--- src/rtl/fp_unit_sched.sv ---
// Shares one multicycle FP_Unit datapath between two valid/ready requesters.
// Round-robin grant, operands held for an op-dependent latency, result returned tagged with requester id.
module fp_unit_sched #(
   parameter int DATA_WIDTH = 32,
   parameter int ARITH_LAT  = 2,
   parameter int DIV_LAT    = 8
) (
   input  logic                      in_clk,
   input  logic                      in_rst,
   input  logic [1:0]                in_req_valid,
   output logic [1:0]                out_req_ready,
   input  logic [7:0]                in_req_op,
   input  logic [3:0]                in_req_fmt,
   input  logic [1:0]                in_req_addsub,
   input  logic [5:0]                in_req_ctrl,
   input  logic [2*DATA_WIDTH-1:0]   in_req_rs1,
   input  logic [2*DATA_WIDTH-1:0]   in_req_rs2,
   output logic [3:0]                out_fpu_op,
   output logic [1:0]                out_fpu_fmt,
   output logic                      out_fpu_addsub,
   output logic [2:0]                out_fpu_ctrl,
   output logic [DATA_WIDTH-1:0]     out_fpu_rs1,
   output logic [DATA_WIDTH-1:0]     out_fpu_rs2,
   input  logic [DATA_WIDTH-1:0]     in_fpu_result,
   output logic                      out_rsp_valid,
   input  logic                      in_rsp_ready,
   output logic                      out_rsp_id,
   output logic [DATA_WIDTH-1:0]     out_rsp_data
);

   localparam int MAX_LAT = (ARITH_LAT > DIV_LAT) ? ARITH_LAT : DIV_LAT;
   localparam int CNT_W   = $clog2(MAX_LAT + 1);

   localparam logic [1:0] IDLE = 2'd0;
   localparam logic [1:0] EXEC = 2'd1;
   localparam logic [1:0] RESP = 2'd2;

   logic [1:0]            state;
   logic [CNT_W-1:0]      cnt;
   logic                  rr_last;
   logic                  grant;
   logic                  accept;
   logic [3:0]            sel_op;
   logic [CNT_W-1:0]      load_cnt;

   // On a tie the requester not granted last wins; a lone requester always wins.
   always_comb begin
      grant = 1'b0;
      if (in_req_valid == 2'b10) begin
         grant = 1'b1;
      end else if (in_req_valid == 2'b11) begin
         grant = ~rr_last;
      end
      accept        = (state == IDLE) && !in_rst && (in_req_valid != 2'b00);
      out_req_ready = accept ? (grant ? 2'b10 : 2'b01) : 2'b00;
      sel_op        = grant ? in_req_op[7:4] : in_req_op[3:0];
      case (sel_op)
         4'b0000, 4'b0001: load_cnt = CNT_W'(ARITH_LAT - 1);
         4'b0010:          load_cnt = CNT_W'(DIV_LAT - 1);
         default:          load_cnt = '0;
      endcase
   end

   always_ff @(posedge in_clk) begin
      if (in_rst) begin
         state          <= IDLE;
         cnt            <= '0;
         rr_last        <= 1'b1;
         out_fpu_op     <= '0;
         out_fpu_fmt    <= '0;
         out_fpu_addsub <= 1'b0;
         out_fpu_ctrl   <= '0;
         out_fpu_rs1    <= '0;
         out_fpu_rs2    <= '0;
         out_rsp_valid  <= 1'b0;
         out_rsp_id     <= 1'b0;
         out_rsp_data   <= '0;
      end else begin
         case (state)
            IDLE: begin
               if (accept) begin
                  out_fpu_op     <= sel_op;
                  out_fpu_fmt    <= grant ? in_req_fmt[3:2] : in_req_fmt[1:0];
                  out_fpu_addsub <= grant ? in_req_addsub[1] : in_req_addsub[0];
                  out_fpu_ctrl   <= grant ? in_req_ctrl[5:3] : in_req_ctrl[2:0];
                  out_fpu_rs1    <= grant ? in_req_rs1[2*DATA_WIDTH-1:DATA_WIDTH]
                                          : in_req_rs1[DATA_WIDTH-1:0];
                  out_fpu_rs2    <= grant ? in_req_rs2[2*DATA_WIDTH-1:DATA_WIDTH]
                                          : in_req_rs2[DATA_WIDTH-1:0];
                  out_rsp_id     <= grant;
                  rr_last        <= grant;
                  cnt            <= load_cnt;
                  state          <= EXEC;
               end
            end
            EXEC: begin
               // The FPU result is only trusted after its inputs have been held for the full latency.
               if (cnt == '0) begin
                  out_rsp_data  <= in_fpu_result;
                  out_rsp_valid <= 1'b1;
                  state         <= RESP;
               end else begin
                  cnt <= cnt - CNT_W'(1);
               end
            end
            RESP: begin
               if (in_rsp_ready) begin
                  out_rsp_valid <= 1'b0;
                  state         <= IDLE;
               end
            end
            default: state <= IDLE;
         endcase
      end
   end

endmodule
--- config.mk ---
export PLATFORM = sky130hd
export DESIGN_NAME = fp_unit_sched
export DESIGN_NICKNAME = d
export VERILOG_FILES = /design/src/rtl/fp_unit_sched.sv
export SDC_FILE = /design/constraint.sdc
export NUM_CORES = 1
export LEC_CHECK = 0
export BUFFER_PORTS_ARGS = -buffer_cell sky130_fd_sc_hd__buf_2
export CORE_MARGIN = 2
export CORE_UTILIZATION = 30
export CTS_BUF_LIST = sky130_fd_sc_hd__clkbuf_8 sky130_fd_sc_hd__clkbuf_16
export CTS_CLUSTER_SIZE = 30
export DETAILED_ROUTE_END_ITERATION = 7
export SLEW_MARGIN = 10
export SYNTH_ARGS = -nofsm -noshare
export SYNTH_HDL_FRONTEND = slang
export SYNTH_SLANG_ARGS = --single-unit
--- constraint.sdc ---
create_clock -name in_clk -period 2.85 [get_ports in_clk]
set_input_delay 0.57 -clock in_clk [delete_from_list [all_inputs] [get_ports in_clk]]
set_output_delay 0.57 -clock in_clk [all_outputs]
set_load 0.01 [all_outputs]
==> results of run 1 <==
-- routing by layer --
metal	GRT usage	wire length [um]	up-vias
met5	0	0	-
met2	0.274	7420	198
met3	0.0611	1360	27
met1	0.189	6480	2286
met4	0.0735	423	0
li1	-	-	2640
-- tightest hold or removal path: stages --
cell and delay (ns):
buf_2 0.09, nand2_1 0.04, a21oi_1 0.05
-- placed cells by master, fill, tap and decap left out, types with 2 or more instances in the layout --
cell type	n
clkbuf_16	17
nand2b_1	4
nand2_1	215
dfxtp_1	115
clkinv_2	6
a21oi_1	37
clkinvlp_4	3
inv_1	7
mux2i_1	5
buf_12	3
a311oi_2	70
buf_4	11
nor2b_1	2
nor2_1	76
o21ai_0	7
buf_2	293
nand4_1	3
a32o_1	2
nor2_2	2
-- path summary, 6_finish.rpt --
check,slack [ns],to,cells past startpoint,startpoint
max,0.70,out_req_ready[1],4,state[1]
min,0.40,out_rsp_data[23],3,in_fpu_result[23]
max reg2reg,1.09,cnt[2],6,cnt[0]
min reg2reg,0.45,out_rsp_data[16],2,out_rsp_data[16]
-- state kept, by name, summed over array words and instances, names as in the netlist, 2 cells and up --
register      cells
state             2
out_fpu_rs2      32
out_fpu_fmt       2
out_fpu_rs1      32
cnt               4
out_rsp_data     32
out_fpu_op        4
out_fpu_ctrl      3
-- cells by family after synthesis --
logic type,after synthesis,synth area share
buffers and inverters,54,0.0580
flip-flops,115,0.439
multiplexers,5,0.00954
AND/OR/NAND/NOR,311,0.233
AO/OA/AOI/OAI,123,0.258
adder cells (fa/ha/maj),1,0.00239
-- power breakdown --
part / internal [W] / switching (W) / leakage [nW]
Clock: 0.00111 / 0.000732 / 0.266
Sequential: 0.00177 / 0.0000810 / 0.945
Combinational: 0.000448 / 0.000604 / 2.17
-- cell type report --
class	instances	area share
Clock buffer	18	0.0595
Clock inverter	14	0.0103
Inverter	4	0.00204
Multi-Input combinational cell	440	0.360
Sequential cell	115	0.312
Tap cell	225	0.0382
Timing Repair Buffer	307	0.218
-- through the flow --
| stage | std cells | hold WS, ns |
|---|---|---|
| 2_1_floorplan | 609 | 0.451 |
| 3_3_place_gp | 1091 | 0.431 |
| 3_5_place_dp | 1091 | 0.444 |
| 4_1_cts | 1123 | 0.377 |
| 5_1_grt | 1123 | 0.383 |
| 6_report | 1123 | 0.397 |
==> reports/metrics.json, run 1 <==
{
  "htreeDepth": 4,
  "timing_worst_setup_path_type": "reg -> out",
  "first_pass_grt_wire_length_um": 23900,
  "drt_first_pass_iters": 4,
  "routedWlPerCell_um": 14.0,
  "ir_drop_mv": 0.384,
  "route.detailed.vias_per_inst": 4.59,
  "timing.final.max_slew_violations": 0,
  "postRouteWirelength_um": 15700,
  "clk_latency_ns": 0.41,
  "drt-initial-drc-count": 165,
  "finalClockSkew_ns": 0.0124,
  "yosysSeqAreaShare": 0.439,
  "finish.utilization": 0.429,
  "nFillCells": 1768,
  "syn-cell-area_mm2": 0.00525,
  "dominantRegCellSynth": "dfxtp_1",
  "cts_tree": "done",
  "async_flop_share": 0,
  "rows": 48,
  "leakage_nw": 3.38,
  "worst_setup_path_start_kind": "flip-flop",
  "synth_top_area_frac": 0.439,
  "finalSetupViolCount": 0,
  "maximum_number_of_pins_on_one_net_before_global_route_repair": 57,
  "die-height_um": 136,
  "setup_slack_ns": 0.704,
  "number_of_enable_type_register_cells_in_the_synthesized_netlist": 0,
  "post_route_cells_drive_above_1_share": 0.461,
  "multi_input_comb_area_mm2": 0.00265,
  "cp.required_ns": 2.28,
  "cp_slowest_stage_delay_ns": 0.34,
  "synth.ff_latch_count": 115,
  "hp-class": "in -> reg",
  "slowest_stage": "dfxtp_1",
  "final_area_mm2": 0.00738,
  "yosysUniqueCellTypes": 34,
  "netlist.top_cell.by_area": "dfxtp_1",
  "post-synth-top-count-cell": "nand2_1",
  "placedInstanceArea_mm2": 0.00686,
  "place.gp.congestion": 0.793,
  "clk_transition_reported_paths_ns": 0.05,
  "postSynthNetCount": 795,
  "timing_worst_slew_pin_value_ns": 0.842,
  "die_width_um": 136,
  "critical-path-top-delay-family": "simple AND/OR/NAND/NOR gates",
  "cts_made_buffers": 17,
  "initial_util": 0.305,
  "remaining_drc_errors": 0,
  "antenna_cells_inserted": 0,
  "postCtsSetupRepairBufs": 0,
  "cp.arrival_ns": 1.58,
  "pre_cts_slack_ns": 0.794,
  "syn_to_final_growth_pct": 40.6,
  "cap_violations": 0,
  "grt-ovfl-total": 0,
  "clkSinkCount": 115,
  "grt_util_all_layers": 0.165,
  "worstPathBufferInverterCount": 1,
  "fin_nets": 1071,
  "setup_tns_ns": 0,
  "period_share": 0.753,
  "synth.cells.most_frequent": "nand2_1 (216), dfxtp_1 (115), nor2_1 (76)",
  "finalWorstPathRequiredPeriod_ns": 2.15,
  "pwr_dens_mw_per_mm2": 643,
  "ff_latch_area_mm2": 0.00230,
  "resized_cells_post_cts": 0,
  "syn-instance-count": 609,
  "synth_warnings": 0,
  "detailedPlacementHpwl_um": 11500,
  "number_of_buffers_on_the_longest_clock_path": 2,
  "i_o_pin_cnt": 295,
  "ant_nets": 0,
  "cts.root.buffer_cell": "clkbuf_16",
  "coreArea_mm2": 0.0172,
  "die_area_mm2": 0.0186,
  "timing.final.hold_violations": 0,
  "timing.critical_path.cells": "nor2_2, nand3_1, nor2_1, buf_2",
  "antenna_found_initial": 0,
  "grt_pass1_vias": 4882,
  "postCtsHoldBufs": 0,
  "cp_max_fo": 6,
  "syn-mean-instance-area_um2": 8.61,
  "power.total_w": 0.00474,
  "io_buffers": 294,
  "number_of_vias_in_the_routed_layout": 5151,
  "grt_setup_unrepaired": "false",
  "outcome": "finished clean",
  "setup.worst_path.end_class": "output pin",
  "yosys-top-cells-area": "dfxtp_1 (44%), a311oi_2 (20%), nand2_1 (15%), nor2_1 (5.4%), a21oi_1 (3.5%)",
  "timing.slew.headroom": 0.438,
  "fmax_ghz": 0.466
}
No activity file was read; power rests on OpenSTA's default activity.
==> run 2, diff against run 1 <==
==> constraint.sdc (replaced) <==
create_clock -name in_clk -period 1.8 [get_ports in_clk]
set_input_delay 0.36 -clock in_clk [delete_from_list [all_inputs] [get_ports in_clk]]
set_output_delay 0.36 -clock in_clk [all_outputs]
set_load 0.01 [all_outputs]
==> run 2 against run 1 <==
  * Via count is 1.7% higher
  * Global-route usage hardly changed
  * Cell count is 0.62% higher
  * Critical path type unchanged
  * Largest power group is now the clock network
==> reports/metrics.json, run 2 (synthesis results as in run 1) <==
{
  "coreArea_mm2": 0.0172,
  "hp-class": "in -> reg",
  "worstPathBufferInverterCount": 1,
  "timing_worst_slew_pin_value_ns": 0.841,
  "clk_transition_reported_paths_ns": 0.05,
  "cp.required_ns": 1.44,
  "cp_max_fo": 6,
  "grt_pass1_vias": 4849,
  "pre_cts_slack_ns": 0.0723,
  "cp_slowest_stage_delay_ns": 0.35,
  "highest-signal-layer": "met5",
  "share_clk_of_total_power": 0.427,
  "layout_common_cells": "buf_2 (293), nand2_1 (215), dfxtp_1 (113)",
  "cap_violations": 0,
  "number_of_vias_in_the_routed_layout": 5239,
  "finalClockSkew_ns": 0.00812,
  "postRouteWirelength_um": 15700,
  "power.share.combinational": 0.212,
  "cell_internal_power_dissipation_w": 0.00586,
  "initial_util": 0.305,
  "wl_met2_um": 7650,
  "timing.final.hold_violations": 0,
  "worst_setup_path_start_kind": "flip-flop",
  "number_of_buffers_on_the_longest_clock_path": 2,
  "drt_first_pass_iters": 6,
  "fin_nets": 1077,
  "post_route_cells_drive_above_1_share": 0.473,
  "timing.hold.worst.start": "in_fpu_result[24]",
  "largest_registers": "out_fpu_rs1 (32), out_fpu_rs2 (32), out_rsp_data (32)",
  "place.gp.congestion": 0.781,
  "timing_worst_setup_path_type": "reg -> out",
  "setup_slack_ns": 0.0810,
  "cts_made_buffers": 17,
  "final_area_mm2": 0.00760,
  "cts_tree": "done",
  "pwr-share-seq": 0.361,
  "rows": 48,
  "ir_drop_mv": 0.597,
  "worst_setup_path_startpoint": "state[0]",
  "wl_met3_um": 1240,
  "i_o_pin_cnt": 295,
  "fmax_ghz": 0.582,
  "slowest_stage": "dfxtp_2",
  "io_buffers": 294,
  "finalSetupViolCount": 0,
  "critical-path-top-delay-family": "simple AND/OR/NAND/NOR gates",
  "reg2reg_from": "cnt[0]",
  "grt-ovfl-total": 0,
  "switching_share_of_power": 0.278,
  "first_pass_grt_wire_length_um": 23900,
  "finalWorstPathRequiredPeriod_ns": 1.72,
  "die_width_um": 136,
  "htreeDepth": 4,
  "cp.arrival_ns": 1.36,
  "routedWlPerCell_um": 13.9,
  "outcome": "finished clean",
  "remaining_drc_errors": 0,
  "route.detailed.vias_per_inst": 4.64,
  "ant_nets": 0,
  "clk_latency_ns": 0.41,
  "switching_power_w": 0.00226,
  "die-height_um": 136,
  "antenna_found_initial": 1,
  "grt_util_all_layers": 0.165,
  "timing.critical_path.cells": "nor2_4, nand3_4, nor2_2, buf_2",
  "clkSinkCount": 115,
  "placedInstanceArea_mm2": 0.00694,
  "m1WireLength_um": 6540,
  "layout.cells.most_common": "buf_2",
  "timing.final.max_slew_violations": 0,
  "die_area_mm2": 0.0186,
  "period_share": 0.955,
  "maximum_number_of_pins_on_one_net_before_global_route_repair": 56,
  "setup.worst_path.end_class": "output pin",
  "pwr_dens_mw_per_mm2": 1070,
  "detailedPlacementHpwl_um": 11500,
  "leakage_nw": 3.48,
  "drt-initial-drc-count": 211,
  "cts.root.buffer_cell": "clkbuf_16",
  "syn_to_final_growth_pct": 45.0,
  "timing.slew.headroom": 0.440
}
==> run 2: stage by stage <==
stage / hold slack [ns] / setup TNS (ns) / utilization / power, W / instances
6_report: 0.193 / 0 / 0.443 / 0.00812 / 1130
5_1_grt: 0.178 / -0.0242 / 0.443 / 0.00856 / 1129
4_1_cts: 0.172 / 0 / 0.442 / 0.00824 / 1129
3_5_place_dp: 0.434 / 0 / 0.404 / 0.00471 / 1095
3_3_place_gp: 0.430 / 0 / 0.404 / 0.00469 / 1095
2_1_floorplan: 0.451 / 0 / - / 0.00405 / 609
==> run 2: repair_timing <==
item                                    4_1_cts  5_1_grt
endpoints found under the setup margin        2        3
hold endpoints to repair                      0        0
resized for setup                             3        6
hold buffers                                  0        0
pin swaps                                     2        1
buffers inserted                              2        0
==> run 2: layout make-up <==
class,instances,area (um^2)
Timing Repair Buffer,313,1700
Clock inverter,11,134
Tap cell,225,282
Multi-Input combinational cell,440,2680
Sequential cell,115,2300
Clock buffer,21,480
Antenna cell,1,2.50
Fill cell,1761,9570
Inverter,4,15.0
==> run 2: power by group through the flow <==
| stage | registers, W | clock network, W | logic (W) |
|---|---|---|---|
| after floorplan | 0.00309 | 0 | 0.000961 |
| after global placement | 0.00298 | 0 | 0.00171 |
| after detailed placement | 0.00298 | 0 | 0.00173 |
| after CTS | 0.00293 | 0.00356 | 0.00174 |
| after global routing | 0.00296 | 0.00370 | 0.00190 |
| final | 0.00293 | 0.00346 | 0.00173 |
==> run 2: worst min-delay path, delay by kind of cell <==
kind,cells,cell delay [ns]
and+or+nand+nor,1,0.04
AOI/OAI and AO/OA,1,0.05
buffers and inverters,1,0.10
==> run 2: worst paths after layout <==
path / to / slack (ns) / depth (start not counted)
worst max-delay path: out_req_ready[0] / 0.08 / 4
worst min-delay path: out_rsp_data[24] / 0.19 / 3
worst max register to register: cnt[2] / 0.09 / 6
worst min register to register: out_rsp_id / 0.44 / 1
==> run 2: layer usage <==
layer / global-route usage / up-vias
met2: 0.272 / 196
met1: 0.197 / 2360
met4: 0.0631 / 2
met5: 0 / -
li1: - / 2658
met3: 0.0582 / 23
==> run 3, diff against run 2 <==
--- a/config.mk
+++ b/config.mk
@@ -5,12 +5,14 @@
 export SDC_FILE = /design/constraint.sdc
 export NUM_CORES = 1
 export LEC_CHECK = 0
+export ABC_AREA = 0
 export BUFFER_PORTS_ARGS = -buffer_cell sky130_fd_sc_hd__buf_2
 export CORE_MARGIN = 2
 export CORE_UTILIZATION = 30
 export CTS_BUF_LIST = sky130_fd_sc_hd__clkbuf_8 sky130_fd_sc_hd__clkbuf_16
 export CTS_CLUSTER_SIZE = 30
 export DETAILED_ROUTE_END_ITERATION = 7
+export SETUP_SLACK_MARGIN = 0.05
 export SLEW_MARGIN = 10
 export SYNTH_ARGS = -nofsm -noshare
 export SYNTH_HDL_FRONTEND = slang
==> constraint.sdc (replaced) <==
create_clock -name in_clk -period 1.8 [get_ports in_clk]
set_input_delay 0.09 -clock in_clk [delete_from_list [all_inputs] [get_ports in_clk]]
set_output_delay 0.09 -clock in_clk [all_outputs]
set_load 0.01 [all_outputs]
==> run 3 against run 2 <==
  * Fmax is 1.5% higher
  * Register-to-register slack gained 0.02 ns
  * Flip-flop and latch count unchanged
  * First-iteration DRC count shrank 10%
  * Die area stayed put
  * Via count rose by 15%
  * Hold slack lost 0.16 ns
  * Clock power shrank 8.4%
  * Utilization rose by 9.7 points
  * Critical path depth is 2 higher
  * Non-clock buffer count grew 171
  * Largest cell class is now non-clock buffers
==> reports/metrics.json, run 3 (synthesis results as in run 1) <==
{
  "outcome": "finished clean",
  "routedWlPerCell_um": 14.3,
  "grt_pass1_vias": 6061,
  "multi_input_comb_area_mm2": 0.00268,
  "i_o_pin_cnt": 295,
  "pwr-share-seq": 0.360,
  "cts_tree": "done",
  "clkSinkCount": 115,
  "finish.utilization": 0.540,
  "switching_share_of_power": 0.291,
  "layout.cells.most_common": "buf_2",
  "nFillCells": 1545,
  "cp_max_fo": 7,
  "htreeDepth": 4,
  "finalWorstPathRequiredPeriod_ns": 1.69,
  "finalSetupViolCount": 0,
  "cp.required_ns": 2.09,
  "fmax_ghz": 0.590,
  "drt_first_pass_iters": 4,
  "power.share.combinational": 0.251,
  "io_buffers": 294,
  "first_pass_grt_wire_length_um": 28400,
  "timing.final.hold_violations": 0,
  "cell_internal_power_dissipation_w": 0.00578,
  "clk_latency_ns": 0.40,
  "grt_setup_unrepaired": "false",
  "share_clk_of_total_power": 0.389,
  "cap_violations": 0,
  "die_area_mm2": 0.0186,
  "setup.worst_path.end_class": "flip-flop",
  "worst_setup_path_endpoint": "cnt[2]",
  "leakage_nw": 4.16,
  "timing_worst_slew_pin_value_ns": 0.697,
  "ff2ff_path_depth": 6,
  "grt-ovfl-total": 0,
  "worst_setup_path_startpoint": "cnt[1]",
  "worst_flop_to_flop_path_endpoint": "cnt[2]",
  "cts.root.buffer_cell": "clkbuf_16",
  "setup_tns_ns": 0,
  "drt-initial-drc-count": 190,
  "initial_util": 0.305,
  "timing_worst_setup_path_type": "reg -> reg",
  "route.detailed.vias_per_inst": 4.64,
  "detailedPlacementHpwl_um": 11000,
  "ir_drop_mv": 0.595,
  "number_of_buffers_on_the_longest_clock_path": 2,
  "hp-class": "in -> reg",
  "rows": 48,
  "reg2reg_from": "cnt[1]",
  "maximum_number_of_pins_on_one_net_before_global_route_repair": 105,
  "timing.hold.ws_ns": 0.0344,
  "fin_nets": 1248,
  "syn_to_final_growth_pct": 76.8,
  "regToRegSetupSlack_ns": 0.11,
  "ant_nets": 0,
  "worst_setup_path_start_kind": "flip-flop",
  "number_of_vias_in_the_routed_layout": 6039,
  "timing.hold.worst.start": "in_req_op[0]",
  "timing.slew.headroom": 0.535,
  "largest_registers": "out_fpu_rs1 (32), out_fpu_rs2 (32), out_rsp_data (32)",
  "grt_util_all_layers": 0.193,
  "power.total_w": 0.00815,
  "die-height_um": 136,
  "timing.final.max_slew_violations": 0,
  "remaining_drc_errors": 0,
  "coreArea_mm2": 0.0172,
  "die_width_um": 136,
  "clk_transition_reported_paths_ns": 0.05,
  "ff_latch_area_mm2": 0.00230,
  "layout_common_cells": "buf_2 (293), nand2_1 (215), dlygate4sd3_1 (179)",
  "postRouteWirelength_um": 18600,
  "place.detailed.instances": 1089,
  "post_route_cells_drive_above_1_share": 0.390,
  "place.gp.congestion": 0.741,
  "pwr_dens_mw_per_mm2": 879,
  "switching_power_w": 0.00237,
  "antenna_found_initial": 1,
  "cts_made_buffers": 17,
  "finalClockSkew_ns": 0.00462,
  "period_share": 0.941,
  "cp.arrival_ns": 1.99,
  "cell_count_final_fillers_out": 1302
}
## run 3: cell count changes in the layout (fill, tap and decap cells not counted), sizes merged
cell / delta
bufinv: -2
clkinvlp: +1
buf: -8
diode: +2
clkbuf: -1
inv: -1
dlygate4sd3: +179
clkinv: +2
## run 3: power by group through the flow
| stage | clock [W] | sequential (W) | combinational (W) |
|---|---|---|---|
| 5_1_grt | 0.00339 | 0.00296 | 0.00223 |
| 3_5_place_dp | 0 | 0.00298 | 0.00170 |
| 2_1_floorplan | 0 | 0.00309 | 0.000961 |
| 3_3_place_gp | 0 | 0.00298 | 0.00169 |
| 6_report | 0.00317 | 0.00293 | 0.00204 |
| 4_1_cts | 0.00327 | 0.00293 | 0.00201 |
## run 3: per-layer routing
| layer | global-route usage | vias up | wire (um) | part of all wire |
|---|---|---|---|---|
| li1 | - | 2999 | - | - |
| met1 | 0.205 | 2769 | 7390 | 0.40 |
| met2 | 0.348 | 234 | 9420 | 0.51 |
| met3 | 0.0682 | 37 | 1350 | 0.072 |
| met4 | 0.0775 | 0 | 489 | 0.026 |
| met5 | 0 | - | 0 | 0 |
## run 3: stage by stage
stage	setup slack, ns	instance area [um^2]
detailed placement	0.0671	6900
floorplan	0.162	5250
finish	0.106	9270
global placement	0.108	6900
global route	0.0480	9270
CTS	0.0508	9230
## run 3: critical path, cell delays in order (launching register included)
cell	delay (ns)
dfxtp_1	0.32
inv_1	0.10
ha_4	0.15
or3b_4	0.38
a32o_2	0.27
and2_4	0.17
a32o_1	0.21
## run 3: cell type report
class | count | share of cell area
repair buffers | 484 | 0.371
multi-input cells | 440 | 0.289
flip-flops and latches | 115 | 0.248
clock buffers | 20 | 0.0503
well taps | 225 | 0.0304
clock inverters | 11 | 0.00945
inverters | 4 | 0.00162
diodes | 3 | 0.000810
## run 3: how the worst min path moves through the flow
| stage | slack [ns] | cells past startpoint | end |
|---|---|---|---|
| CTS | 0.0005 | 3 | out_fpu_rs2[9] |
| detailed placement | 0.34 | 3 | out_rsp_data[16] |
| finish | 0.03 | 3 | out_fpu_op[0] |
| floorplan | 0.23 | 2 | out_rsp_data[0] |
| global route | 0.03 | 3 | out_fpu_op[0] |
| global placement | 0.33 | 3 | out_rsp_data[9] |
## run 3: what timing repair did
| item | 4_1_cts | 5_1_grt |
|---|---|---|
| resized for setup | 0 | 6 |
| hold buffers | 178 | 1 |
| buffers inserted | 0 | 0 |
| setup endpoints to repair | 0 | 15 |
| hold endpoints to repair | 107 | 1 |
